**src/rtl/time_digit_encoder.sv**
```systemverilog
// Converts binary HH:MM:SS into eight display digit words with one shared double-dabble engine.
// All six time digits are published in the same edge; the selected config field blinks.
module time_digit_encoder #(
    parameter int DP_SEP       = 1,
    parameter int BLANK_UNUSED = 1,
    parameter int HOURS_MAX    = 23
) (
    input  logic       clk_100MHz_i,
    input  logic       reset_i,
    input  logic       update_i,
    input  logic [5:0] seconds_i,
    input  logic [5:0] minutes_i,
    input  logic [4:0] hours_i,
    input  logic [1:0] sel_i,
    input  logic       blink_tick_i,
    output logic [7:0] d1,
    output logic [7:0] d2,
    output logic [7:0] d3,
    output logic [7:0] d4,
    output logic [7:0] d5,
    output logic [7:0] d6,
    output logic [7:0] d7,
    output logic [7:0] d8,
    output logic       busy_o,
    output logic       done_o
);

    localparam logic [5:0] HOURS_LIM   = 6'(HOURS_MAX);
    localparam logic       DP_BIT      = (DP_SEP != 0);
    localparam logic [7:0] UNUSED_WORD = (BLANK_UNUSED != 0) ? 8'h00 : 8'h80;

    typedef enum logic [1:0] {IDLE, SHIFT, STORE, PUBLISH} state_t;

    state_t          state;
    state_t          next_state;
    logic            start_conv;

    logic [5:0]      snap_sec;
    logic [5:0]      snap_min;
    logic [4:0]      snap_hr;

    // {tens, units, binary}; the binary part shifts up into the BCD nibbles
    logic [13:0]     shreg;
    logic [13:0]     shifted;
    logic [3:0]      adj_units;
    logic [3:0]      adj_tens;
    logic [2:0]      shift_cnt;
    logic [1:0]      field;
    logic            pending;
    logic            field_oor;
    logic [3:0]      store_tens;
    logic [3:0]      store_units;

    logic [5:0][3:0] buf_dig;
    logic [5:0][3:0] out_dig;
    logic            done_q;

    logic            phase;
    logic [1:0]      sel_q;
    logic [5:0]      en_q;
    logic [5:0]      en_next;

    always_ff @(posedge clk_100MHz_i) begin
        if (!reset_i) begin
            state <= IDLE;
        end else begin
            state <= next_state;
        end
    end

    always_comb begin
        next_state = state;
        start_conv = 1'b0;
        case (state)
            IDLE: begin
                if (update_i) begin
                    start_conv = 1'b1;
                    next_state = SHIFT;
                end
            end
            SHIFT: begin
                if (shift_cnt == 3'd1) begin
                    next_state = STORE;
                end
            end
            STORE: begin
                next_state = (field == 2'd2) ? PUBLISH : SHIFT;
            end
            PUBLISH: begin
                if (pending || update_i) begin
                    start_conv = 1'b1;
                    next_state = SHIFT;
                end else begin
                    next_state = IDLE;
                end
            end
            default: next_state = IDLE;
        endcase
    end

    always_comb begin
        adj_units = (shreg[9:6] >= 4'd5) ? shreg[9:6] + 4'd3 : shreg[9:6];
        adj_tens  = (shreg[13:10] >= 4'd5) ? shreg[13:10] + 4'd3 : shreg[13:10];
        shifted   = {adj_tens[2:0], adj_units, shreg[5:0], 1'b0};

        case (field)
            2'd0:    field_oor = (snap_sec > 6'd59);
            2'd1:    field_oor = (snap_min > 6'd59);
            default: field_oor = ({1'b0, snap_hr} > HOURS_LIM);
        endcase
        store_tens  = field_oor ? 4'hE : shreg[13:10];
        store_units = field_oor ? 4'hE : shreg[9:6];
    end

    always_ff @(posedge clk_100MHz_i) begin
        if (!reset_i) begin
            snap_sec  <= '0;
            snap_min  <= '0;
            snap_hr   <= '0;
            shreg     <= '0;
            shift_cnt <= '0;
            field     <= '0;
            pending   <= 1'b0;
            buf_dig   <= '0;
            out_dig   <= '0;
            done_q    <= 1'b0;
        end else begin
            done_q <= (state == PUBLISH);

            if (start_conv) begin
                snap_sec  <= seconds_i;
                snap_min  <= minutes_i;
                snap_hr   <= hours_i;
                shreg     <= {8'd0, seconds_i};
                shift_cnt <= 3'd6;
                field     <= 2'd0;
            end else begin
                case (state)
                    SHIFT: begin
                        shreg     <= shifted;
                        shift_cnt <= shift_cnt - 3'd1;
                    end
                    STORE: begin
                        case (field)
                            2'd0:    begin buf_dig[1] <= store_tens; buf_dig[0] <= store_units; end
                            2'd1:    begin buf_dig[3] <= store_tens; buf_dig[2] <= store_units; end
                            default: begin buf_dig[5] <= store_tens; buf_dig[4] <= store_units; end
                        endcase
                        if (field != 2'd2) begin
                            field     <= field + 2'd1;
                            shreg     <= {8'd0, (field == 2'd0) ? snap_min : {1'b0, snap_hr}};
                            shift_cnt <= 3'd6;
                        end
                    end
                    default: ;
                endcase
            end

            // A request arriving in the publish cycle is consumed by the restart there
            if (state == PUBLISH) begin
                pending <= 1'b0;
            end else if (state != IDLE && update_i) begin
                pending <= 1'b1;
            end

            if (state == PUBLISH) begin
                out_dig <= buf_dig;
            end
        end
    end

    always_comb begin
        en_next = 6'b111111;
        case (sel_q)
            2'd1:    en_next[5:4] = {phase, phase};
            2'd2:    en_next[3:2] = {phase, phase};
            2'd3:    en_next[1:0] = {phase, phase};
            default: ;
        endcase
    end

    // Enables use the registered select so a field switch never blanks the new field early
    always_ff @(posedge clk_100MHz_i) begin
        if (!reset_i) begin
            phase <= 1'b1;
            sel_q <= 2'd0;
            en_q  <= 6'b111111;
        end else begin
            sel_q <= sel_i;
            if (sel_i != sel_q || sel_i == 2'd0) begin
                phase <= 1'b1;
            end else if (blink_tick_i) begin
                phase <= ~phase;
            end
            en_q <= en_next;
        end
    end

    assign d1 = {en_q[0], 2'b00, out_dig[0], 1'b0};
    assign d2 = {en_q[1], 2'b00, out_dig[1], 1'b0};
    assign d3 = {en_q[2], 2'b00, out_dig[2], DP_BIT};
    assign d4 = {en_q[3], 2'b00, out_dig[3], 1'b0};
    assign d5 = {en_q[4], 2'b00, out_dig[4], DP_BIT};
    assign d6 = {en_q[5], 2'b00, out_dig[5], 1'b0};
    assign d7 = UNUSED_WORD;
    assign d8 = UNUSED_WORD;

    assign busy_o = (state != IDLE);
    assign done_o = done_q;

endmodule

```
**config.mk**
```make
export PLATFORM = sky130hd
export DESIGN_NAME = time_digit_encoder
export DESIGN_NICKNAME = d
export VERILOG_FILES = /design/src/rtl/time_digit_encoder.sv
export SDC_FILE = /design/constraint.sdc
export NUM_CORES = 1
export LEC_CHECK = 0
export CORE_MARGIN = 1
export CORE_UTILIZATION = 50
export DETAILED_ROUTE_END_ITERATION = 16
export MAX_ROUTING_LAYER = met4
export PLACE_DENSITY_LB_ADDON = 0.08
export REMOVE_ABC_BUFFERS = 1
export SLEW_MARGIN = 30
export SYNTH_ARGS = -nofsm -noshare
export SYNTH_HDL_FRONTEND = slang
export SYNTH_SLANG_ARGS = --single-unit
```
**constraint.sdc**
```tcl
create_clock -name clk_100MHz_i -period 2.8 [get_ports clk_100MHz_i]
set_input_delay 0.42 -clock clk_100MHz_i [delete_from_list [all_inputs] [get_ports clk_100MHz_i]]
set_output_delay 0.42 -clock clk_100MHz_i [all_outputs]
set_load 0.01 [all_outputs]
```
==> summary.md, run 1 <==
| Metric | Value |
|---|---|
| Sequential area share after synthesis | 44.1% |
| DR vias | 3,075 |
| Fin Setup TNS | 0 ps |
| Die Ht | 93.4 µm |
| Setup repair bufs after CTS | 0 |
| Layout area overhead | 14.3% |
| Unrepaired setup endpoints after global routing | no |
| Worst hold path type | reg -> reg |
| IO Pins | 89 |
| Area contributors post-synth | dfxtp_1 44%, mux2i_1 7.4%, buf_4 7.0%, nand2_1 4.6%, ha_1 4.5% |
| Final #Nets | 526 |
| Worst Path Required | 2380 ps |
| Reg2reg path depth | 6 |
| Site Rows | 32 |
| Skew-Pair Late Insertion Delay | 360 ps |
| HPWL Detailed | 5590 µm |
| CP cell instances | inv_1 > ha_1 > inv_1 > clkdlybuf4s50_1 |
| Period minus WS final | 2200 ps |
| Synth area leader | dfxtp_1 |
| Ys Warns | 0 |
| Initial DRT Pass Iterations | 4 |
| Antenna violations before repair | 0 |
| Starting Density | 52.9% |
| Main flop type after synthesis | dfxtp_1 |
| CTS tree | done |
| Synth top area share | 44.1% |
| Outcome | finished clean |
| Routed wire per std cell | 13.3 µm |
| Antenna diodes | 0 |
| Slew @ Worst Pin | 637 ps |
| Hold Path Depth | 1 |
| Pwr dens | 732 mW/mm² |
| Max clock buf depth | 2 |
| Final hold violation count | 0 |
| F_max | 455 MHz |
| Pin count of the biggest net entering global routing | 35 |
| Max Cap Violations | 0 |
| Crit Path Class | reg -> out |
| Syn Inst Count | 449 |
| Setup crit end kind | output port |
| Final ANT Viol Nets | 0 |
| Hold_ws | 457 ps |
| Reg-to-Reg End | shreg[5] |
| Delay-heaviest family, CP | buffers and inverters |
| WP buf/inv | 3 |
| Placer congestion estimate | 0.804 |
| Post-synth EDFFs | 0 |
| Ratio of cells with drive above 1 in the final layout | 10.1% |
| Vias in the first global route | 2,838 |
| Die width | 93.4 µm |
| Iter 0 DRT Violations | 82 |
| Max stage delay on crit path | 540 ps |
| Crit Path Max Fanout | 7 |
| Buffers added on ports | 54 |
| Fillers | 733 |
| Max-slew violations | 0 |
| Total GRT Usage | 20.2% |
| CTS buffer count | 9 |
| WP data arrival | 1780 ps |
| First-pass GRT wire length | 13,300 µm |
| H-tree levels | 3 |
| Resized Gates After CTS | 0 |
| R2r setup slk | 600 ps |
| Beginning of the critical path | state[1] |
| Hold_buf cts | 0 |
| Grt ovf | 0 |
| Post-synthesis cell area | 0.00417 mm² |
| Fin Clk Skew | 11.4 ps |
| Residual DRC | 0 |
| R2r startpoint | state[0] |
| CP max stage cell | clkdlybuf4s50_1 |
| Worst vdd ir | 0.473 mV |
| Leakage power | 1.80 nW |
| Hold wc startpoint | sel_q[0] |
| Final wirelength | 7920 µm |
| Die footprint | 0.00872 mm² |
| Syn Area/Cell | 9.29 µm² |
| Setup ws final | 601 ps |
| CP Launch Type | register |
| Period utilization | 78.5% |
| Floorplan Core Area | 0.00789 mm² |
| Drt via density | 5.17 |
| Util after Layout | 60.5% |
| Distinct cells, synth | 52 |
| Async SR Flop Fraction | 0% |
| CTS root buf | clkbuf_8 |
| Clock Sink Count | 92 |
| Pwr Total | 3.49 mW |
| Slew HR | 57.5% |
| Hold EP | en_q[0] |
| Seq cells post-synth | 92 |
| Worst slack, placed | 557 ps |
| Worst-path clk slew | 90 ps |
| Final setup violation count | 0 |
| Crit-path most repeated cell | inv_1 |
## per-stage QoR
stage / instance area, µm² / std cells
floorplan: 3840 / 414
global placement: 4570 / 579
detailed placement: 4570 / 579
CTS: 4770 / 595
global route: 4770 / 595
finish: 4770 / 595
## layout make-up
| class | instances | area (µm²) | share of cell area (%) |
|---|---|---|---|
| multi-input combinational | 309 | 1950 | 40.8 |
| sequential | 92 | 1840 | 38.6 |
| timing repair buffer | 63 | 608 | 12.7 |
| clock buffer | 10 | 128 | 2.68 |
| tap | 102 | 128 | 2.68 |
| clock inverter | 6 | 70.1 | 1.47 |
| inverter | 13 | 48.8 | 1.02 |
## logic make-up (layout without fill, tap and decap cells)
logic type,Yosys count,in the layout,share of synthesized area (%)
mux,31,31,7.44
compound gates,93,93,16.0
fa+ha+maj,15,15,4.50
other cells,2,34,0.180
flops,92,92,44.1
xor+xnor,4,4,0.840
buf+inv,80,92,12.1
simple gates,132,132,14.8
## power breakdown
group	total, mW	internal [mW]	switching (mW)
sequential	1.58	1.47	0.109
combinational	1.02	0.404	0.613
clock	0.892	0.421	0.471
total	3.49	2.30	1.19
## flip-flops by register name, summed over array words and instances, names as in the netlist, 5 cells and up
register / cells
shreg: 14
snap_hr: 5
buf_dig: 24
snap_min: 6
## cells in the final DEF, fill, tap and decap left out, types with 5 or more instances in the layout
cell type	instances
nand2_1	51
conb_1	34
a31oi_1	6
mux2i_1	31
o221a_2	15
a21oi_1	37
dfxtp_1	92
or3_1	5
ha_1	15
nand3_1	14
nand2b_1	5
clkdlybuf4s50_1	54
o21ai_0	13
buf_4	9
clkbuf_8	9
and2_1	5
nor2_1	35
inv_1	12
## worst max-delay path by stage
stage | end | slack (ps) | cells past startpoint
3_5_place_dp | buf_dig[2] | 560 | 5
6_report | busy_o | 600 | 4
3_3_place_gp | buf_dig[6] | 620 | 5
4_1_cts | busy_o | 590 | 4
2_1_floorplan | shreg[11] | 280 | 5
5_1_grt | shreg[5] | 360 | 6
## layer usage
metal	vias to the layer above	track usage (%)	part of all wire, %	routed length [µm]
met5	-	-	0	0
met1	1428	22.9	45	3550
met3	13	5.37	4.1	323
met4	0	6.67	1.8	139
met2	77	34.5	49	3910
li1	1557	-	-	-
## worst reg2reg max path: stages, from the launching register on
cell and delay [ps]:
dfxtp_1 400, inv_1 130, ha_1 310, nand2b_1 310
and2_1 570, mux2i_1 250, o22ai_1 90
## cell usage after synthesis, drive strengths merged, types with 4 or more instances
master  number
buf         54
and2         5
o221a       16
dfxtp       92
nand3       15
nor2        35
ha          15
nand2b       5
or3          5
a31oi        6
nand2       52
inv         12
o21ai       13
a21oi       38
a221oi       4
mux2i       31
clkbuf      13
No activity file was read; power rests on OpenSTA's default activity.
==> run 2: changes to the inputs <==
==> constraint.sdc (replaced) <==
create_clock -name clk_100MHz_i -period 2.3 [get_ports clk_100MHz_i]
set_input_delay 0.345 -clock clk_100MHz_i [delete_from_list [all_inputs] [get_ports clk_100MHz_i]]
set_output_delay 0.345 -clock clk_100MHz_i [all_outputs]
set_load 0.01 [all_outputs]
==> run 2 against run 1 <==
  * Die area is the same
  * Sequential cell count is the same
  * Register-to-register slack lost 320 ps
  * Final cell count grew 0.67%
  * Clock power grew 32%
  * Critical path type unchanged
  * Critical endpoint unchanged
  * Largest cell class unchanged
==> summary.md, run 2 (synthesis results as in run 1) <==
| Metric | Value |
|---|---|
| Outcome | finished clean (unchanged) |
| Reg area | 0.00184 mm² (unchanged) |
| Fin Clk Skew | 8.72 ps (was 11.4 ps) |
| Util after Layout | 61.1% (was 60.5%) |
| Initial DRT Pass Iterations | 4 (unchanged) |
| Leakage power | 1.84 nW (was 1.80 nW) |
| Final hold violation count | 0 (unchanged) |
| Final #Nets | 530 (was 526) |
| Unrepaired setup endpoints after global routing | no (unchanged) |
| Buffers added on ports | 54 (unchanged) |
| First-pass GRT wire length | 13,400 µm (was 13,300 µm) |
| Final setup violation count | 0 (unchanged) |
| Setup ws final | 176 ps (was 601 ps) |
| CP cell instances | inv_1 > ha_1 > inv_1 > clkdlybuf4s50_1 (unchanged) |
| Pwr dens | 906 mW/mm² (was 732 mW/mm²) |
| Residual DRC | 0 (unchanged) |
| Resized Gates After CTS | 0 (unchanged) |
| Final instance area | 0.00482 mm² (was 0.00477 mm²) |
| Skew-Pair Late Insertion Delay | 360 ps (about the same) |
| IO Pins | 89 (unchanged) |
| Commonest non-fill, non-tap cell in the layout | dfxtp_1 (unchanged) |
| Max Cap Violations | 0 (unchanged) |
| Hold_buf cts | 0 (unchanged) |
| Setup repair bufs after CTS | 0 (unchanged) |
| Period utilization | 92.3% |
| Worst hold path type | reg -> reg (unchanged) |
| CTS root buf | clkbuf_8 (unchanged) |
| Worst slack, placed | 307 ps (was 557 ps) |
| Fillers | 719 (was 733) |
| Most frequent cells in the layout | 92 x dfxtp_1, 54 x clkdlybuf4s50_1, 51 x nand2_1 (unchanged) |
| Setup crit end kind | output port (unchanged) |
| CTS tree | done (unchanged) |
| H-tree levels | 3 (unchanged) |
| DR vias | 3,070 (was 3,075) |
| Period minus WS final | 2120 ps |
| Reg2reg path depth | 7 (was 6) |
| Layout area overhead | 15.6% (was 14.3%) |
| F_max | 471 MHz |
| Crit Path Class | reg -> out (unchanged) |
| Largest reg by FF count | buf_dig (unchanged) |
| Pin count of the biggest net entering global routing | 51 (was 35) |
| Starting Density | 52.9% (unchanged) |
| Placer congestion estimate | 0.822 (was 0.804) |
| Max stage delay on crit path | 540 ps (about the same) |
| Die Ht | 93.4 µm (unchanged) |
| Drt via density | 5.13 (was 5.17) |
| Worst Path Required | 1960 ps (was 2380 ps) |
| Pwr Total | 4.37 mW (was 3.49 mW) |
| Slew HR | 63.8% (was 57.5%) |
| Max-slew violations | 0 (unchanged) |
| R2r startpoint | state[0] (unchanged) |
| Die width | 93.4 µm (unchanged) |
| Site Rows | 32 (unchanged) |
| Worst vdd ir | 0.570 mV (was 0.473 mV) |
| Final wirelength | 8020 µm (was 7920 µm) |
| Clock Sink Count | 92 (unchanged) |
| Die footprint | 0.00872 mm² (unchanged) |
| Vias in the first global route | 2,863 (was 2,838) |
| WP data arrival | 1780 ps (about the same) |
| Worst-path clk slew | 90 ps (about the same) |
| Slew @ Worst Pin | 543 ps (was 637 ps) |
| Crit Path Max Fanout | 7 (unchanged) |
| Largest registers | buf_dig: 24 flops, shreg: 14 flops, snap_min: 6 flops (unchanged) |
| Antenna violations before repair | 0 (unchanged) |
| Iter 0 DRT Violations | 140 (was 82) |
| Floorplan Core Area | 0.00789 mm² (unchanged) |
| CTS buffer count | 9 (unchanged) |
| Largest register FFs | 24 (unchanged) |
| Multi-input logic area | 0.00195 mm² (unchanged) |
| Critical Path End | busy_o (unchanged) |
| Final ANT Viol Nets | 0 (unchanged) |
| Total GRT Usage | 20.2% (about the same) |
| R2r setup slk | 280 ps (was 600 ps) |
| Max clock buf depth | 2 (unchanged) |
| Ratio of cells with drive above 1 in the final layout | 11.1% (was 10.1%) |
| HPWL Detailed | 5640 µm (was 5590 µm) |
| Routed wire per std cell | 13.4 µm (was 13.3 µm) |
| CP max stage cell | clkdlybuf4s50_1 (unchanged) |
| Reg-to-Reg End | shreg[5] (unchanged) |
| CP Launch Type | register (unchanged) |
| Beginning of the critical path | state[1] (unchanged) |
| Grt ovf | 0 (unchanged) |
| Antenna diodes | 0 (unchanged) |
| Placed inst area | 0.00460 mm² (was 0.00457 mm²) |
| Crit-path most repeated cell | inv_1 (unchanged) |
run 2: cell types whose count changed in the layout (fill, tap and decap cells not counted), sizes merged:
cell      before  now
clkinvlp       2    1
clkbuf        10   12
buf            9   13
inv           14   13
run 2: final cells by class:
class	instances	share of cell area [%]
Multi-Input combinational cell	309	40.3
Sequential cell	92	38.2
Timing Repair Buffer	67	13.2
Clock buffer	12	3.43
Tap cell	102	2.65
Clock inverter	4	1.14
Inverter	13	1.01
run 2: stage by stage:
stage,hold slack [ps],setup TNS [ps],std cells
finish,456,0,599
global route,484,0,599
floorplan,402,-2980,414
CTS,454,0,599
detailed placement,433,0,583
global placement,415,0,583
run 2: worst max-delay path: cells and delay by family (launching register included):
family | cells | cell delay (ps)
adders and majority gates | 1 | 210
buffers and inverters | 3 | 760
DFF | 1 | 460
run 2: worst min path at each step:
stage / from / to / slack [ps] / depth (start not counted)
final: snap_sec[4] / snap_sec[4] / 460 / 2
after global routing: snap_min[0] / snap_min[0] / 480 / 2
after detailed placement: sel_q[0] / en_q[0] / 430 / 1
after global placement: sel_q[0] / en_q[0] / 410 / 1
after floorplan: sel_q[0] / en_q[0] / 400 / 1
after CTS: sel_q[0] / en_q[0] / 450 / 1
run 2: metal layers:
metal	up-vias	track usage, %	routed length (µm)
li1	1568	-	-
met1	1416	24.3	3610
met4	0	9.10	110
met2	77	32.8	3980
met5	-	-	0
met3	9	3.98	316
run 2: report_power, final:
part	internal, mW	switching (mW)	total, mW
clock network	0.598	0.578	1.18
registers	1.79	0.133	1.93
logic	0.519	0.745	1.26
==> run 3: changes to the inputs <==
--- a/config.mk
+++ b/config.mk
@@ -8,7 +8,6 @@
 export CORE_MARGIN = 1
 export CORE_UTILIZATION = 50
 export DETAILED_ROUTE_END_ITERATION = 16
-export MAX_ROUTING_LAYER = met4
 export PLACE_DENSITY_LB_ADDON = 0.08
 export REMOVE_ABC_BUFFERS = 1
 export SLEW_MARGIN = 30
==> run 3 against run 2 <==
  * Global-route usage is 0.53 points lower
  * Combinational power hardly changed
  * Largest power group unchanged
  * Worst setup slack better by 8.5 ps
  * Sequential share of layout area stayed put
  * Sequential cell count stayed put
  * Clock power hardly changed
  * Sequential power hardly changed
==> summary.md, run 3 (synthesis results as in run 1) <==
| Metric | Value |
|---|---|
| Outcome | finished clean (unchanged) |
| Fin Clk Skew | 8.10 ps (was 8.72 ps) |
| Reg2reg path depth | 7 (unchanged) |
| Final wirelength | 8010 µm (was 8020 µm) |
| Largest reg by FF count | buf_dig (unchanged) |
| Antenna violations before repair | 0 (unchanged) |
| Residual DRC | 0 (unchanged) |
| WP buf/inv | 3 (unchanged) |
| H-tree levels | 3 (unchanged) |
| Setup repair bufs after CTS | 0 (unchanged) |
| P_sw | 1.45 mW (was 1.46 mW) |
| Clk pwr share | 26.8% (was 26.9%) |
| Antenna diodes | 0 (unchanged) |
| Die footprint | 0.00872 mm² (unchanged) |
| Largest registers | buf_dig: 24 flops, shreg: 14 flops, snap_min: 6 flops (unchanged) |
| F_max | 473 MHz (was 471 MHz) |
| Buffers added on ports | 54 (unchanged) |
| Max Cap Violations | 0 (unchanged) |
| Final #Nets | 530 (unchanged) |
| Beginning of the critical path | state[1] (unchanged) |
| CTS root buf | clkbuf_8 (unchanged) |
| Clock Sink Count | 92 (unchanged) |
| Non-Filler Instances | 599 (unchanged) |
| Worst vdd ir | 0.566 mV (was 0.570 mV) |
| Combinational group share of total power | 29.0% (was 28.9%) |
| Pwr Total | 4.36 mW (was 4.37 mW) |
| DP Cell Count | 583 (unchanged) |
| Switch share | 33.2% (was 33.3%) |
| Setup crit end kind | output port (unchanged) |
| Final ANT Viol Nets | 0 (unchanged) |
| DR vias | 3,088 (was 3,070) |
| Crit-path most repeated cell | inv_1 (unchanged) |
| CP Launch Type | register (unchanged) |
| Fin Setup TNS | 0 ps (unchanged) |
| WP data arrival | 1770 ps (was 1780 ps) |
| CP max stage cell | clkdlybuf4s50_1 (unchanged) |
| Site Rows | 32 (unchanged) |
| Pwr dens | 904 mW/mm² (was 906 mW/mm²) |
| Util after Layout | 61.1% (unchanged) |
| Floorplan Core Area | 0.00789 mm² (unchanged) |
| CP cell instances | inv_1 > ha_1 > inv_1 > clkdlybuf4s50_1 (unchanged) |
| R2r setup slk | 280 ps (about the same) |
| Max clock buf depth | 2 (unchanged) |
| Starting Density | 52.9% (unchanged) |
| Crit Path Max Fanout | 7 (unchanged) |
| Resized Gates After CTS | 0 (unchanged) |
| HPWL Detailed | 5640 µm (unchanged) |
| Grt ovf | 0 (unchanged) |
| Drt via density | 5.16 (was 5.13) |
| Leakage power | 1.84 nW (unchanged) |
| Die width | 93.4 µm (unchanged) |
| Unrepaired setup endpoints after global routing | no (unchanged) |
| Iter 0 DRT Violations | 133 (was 140) |
| Worst Path Required | 1960 ps (about the same) |
| Layout area overhead | 15.6% (unchanged) |
| Total GRT Usage | 19.7% (was 20.2%) |
| Initial DRT Pass Iterations | 4 (unchanged) |
| Vias in the first global route | 2,858 (was 2,863) |
| Sequential power share | 44.2% (was 44.1%) |
| Hold_ws | 457 ps (was 456 ps) |
| First-pass GRT wire length | 13,400 µm (about the same) |
| Worst-path clk slew | 90 ps (about the same) |
| Slew HR | 64.4% (was 63.8%) |
| Final setup violation count | 0 (unchanged) |
| Max stage delay on crit path | 540 ps (about the same) |
| Worst hold path type | reg -> reg (unchanged) |
| Commonest non-fill, non-tap cell in the layout | dfxtp_1 (unchanged) |
| Reg-to-Reg End | shreg[5] (unchanged) |
| Internal power | 2.91 mW (about the same) |
| Max-slew violations | 0 (unchanged) |
| Skew-Pair Late Insertion Delay | 350 ps (was 360 ps) |
| Hold_buf cts | 0 (unchanged) |
| Routed wire per std cell | 13.4 µm (about the same) |
| Slew @ Worst Pin | 534 ps (was 543 ps) |
| Delay-heaviest family, CP | buffers and inverters (unchanged) |
| Final hold violation count | 0 (unchanged) |
| Critical Path End | busy_o (unchanged) |
| Period utilization | 92.0% (was 92.3%) |
| R2r startpoint | state[0] (unchanged) |
| Ratio of cells with drive above 1 in the final layout | 11.1% (unchanged) |
| Period minus WS final | 2120 ps (about the same) |
| Crit Path Class | reg -> out (unchanged) |
| Largest register FFs | 24 (unchanged) |
| CTS buffer count | 9 (unchanged) |
| IO Pins | 89 (unchanged) |
| Crit. path cell count | 4 (unchanged) |
| Placer congestion estimate | 0.811 (was 0.822) |
| Pin count of the biggest net entering global routing | 51 (unchanged) |
| CTS tree | done (unchanged) |
| Die Ht | 93.4 µm (unchanged) |
| Most frequent cells in the layout | 92 x dfxtp_1, 54 x clkdlybuf4s50_1, 51 x nand2_1 (unchanged) |
-- run 3: routing by layer --
layer  wire length [µm]  track usage (%)  share of wire [%]
met3                330             4.15                4.1
met2               3990             32.7                 50
met4                110             9.10                1.4
met5                  0                0                  0
met1               3580             24.4                 45
-- run 3: worst min path at each step --
| stage | startpoint | to | slack (ps) | depth (start not counted) |
|---|---|---|---|---|
| global placement | sel_q[0] | en_q[0] | 410 | 1 |
| floorplan | sel_q[0] | en_q[0] | 400 | 1 |
| finish | buf_dig[12] | buf_dig[12] | 460 | 2 |
| detailed placement | sel_q[0] | en_q[0] | 430 | 1 |
| CTS | sel_q[0] | en_q[0] | 450 | 1 |
| global route | snap_min[0] | snap_min[0] | 480 | 2 |
-- run 3: layout make-up --
class                   instances  area, µm²
well taps                     102        128
inverters                      13       48.8
fillers                       719       3070
repair buffers                 67        638
clock buffers                  12        165
flip-flops and latches         92       1840
clock inverters                 4       55.1
multi-input cells             309       1950
-- run 3: worst register-to-register path: cells and delay by family, from the launching register on --
family,cells,cell delay [ps]
flip-flops,1,350
AND/OR/NAND/NOR,2,610
buffers and inverters,2,380
multiplexers,1,250
adder cells (fa/ha/maj),1,210
AO/OA/AOI/OAI,1,90
-- run 3: metrics by stage --
stage          setup WS [ps]  cell area [µm²]
2_1_floorplan           -219             3840
3_3_place_gp             356             4600
3_5_place_dp             307             4600
4_1_cts                  161             4820
5_1_grt                 46.9             4820
6_report                 185             4820
-- run 3: power groups by stage --
stage	logic [mW]	registers, mW	clock network (mW)
floorplan	0.875	1.93	0
global placement	1.24	1.95	0
detailed placement	1.27	1.96	0
CTS	1.27	1.93	1.19
global route	1.41	1.96	1.26
finish	1.26	1.93	1.17
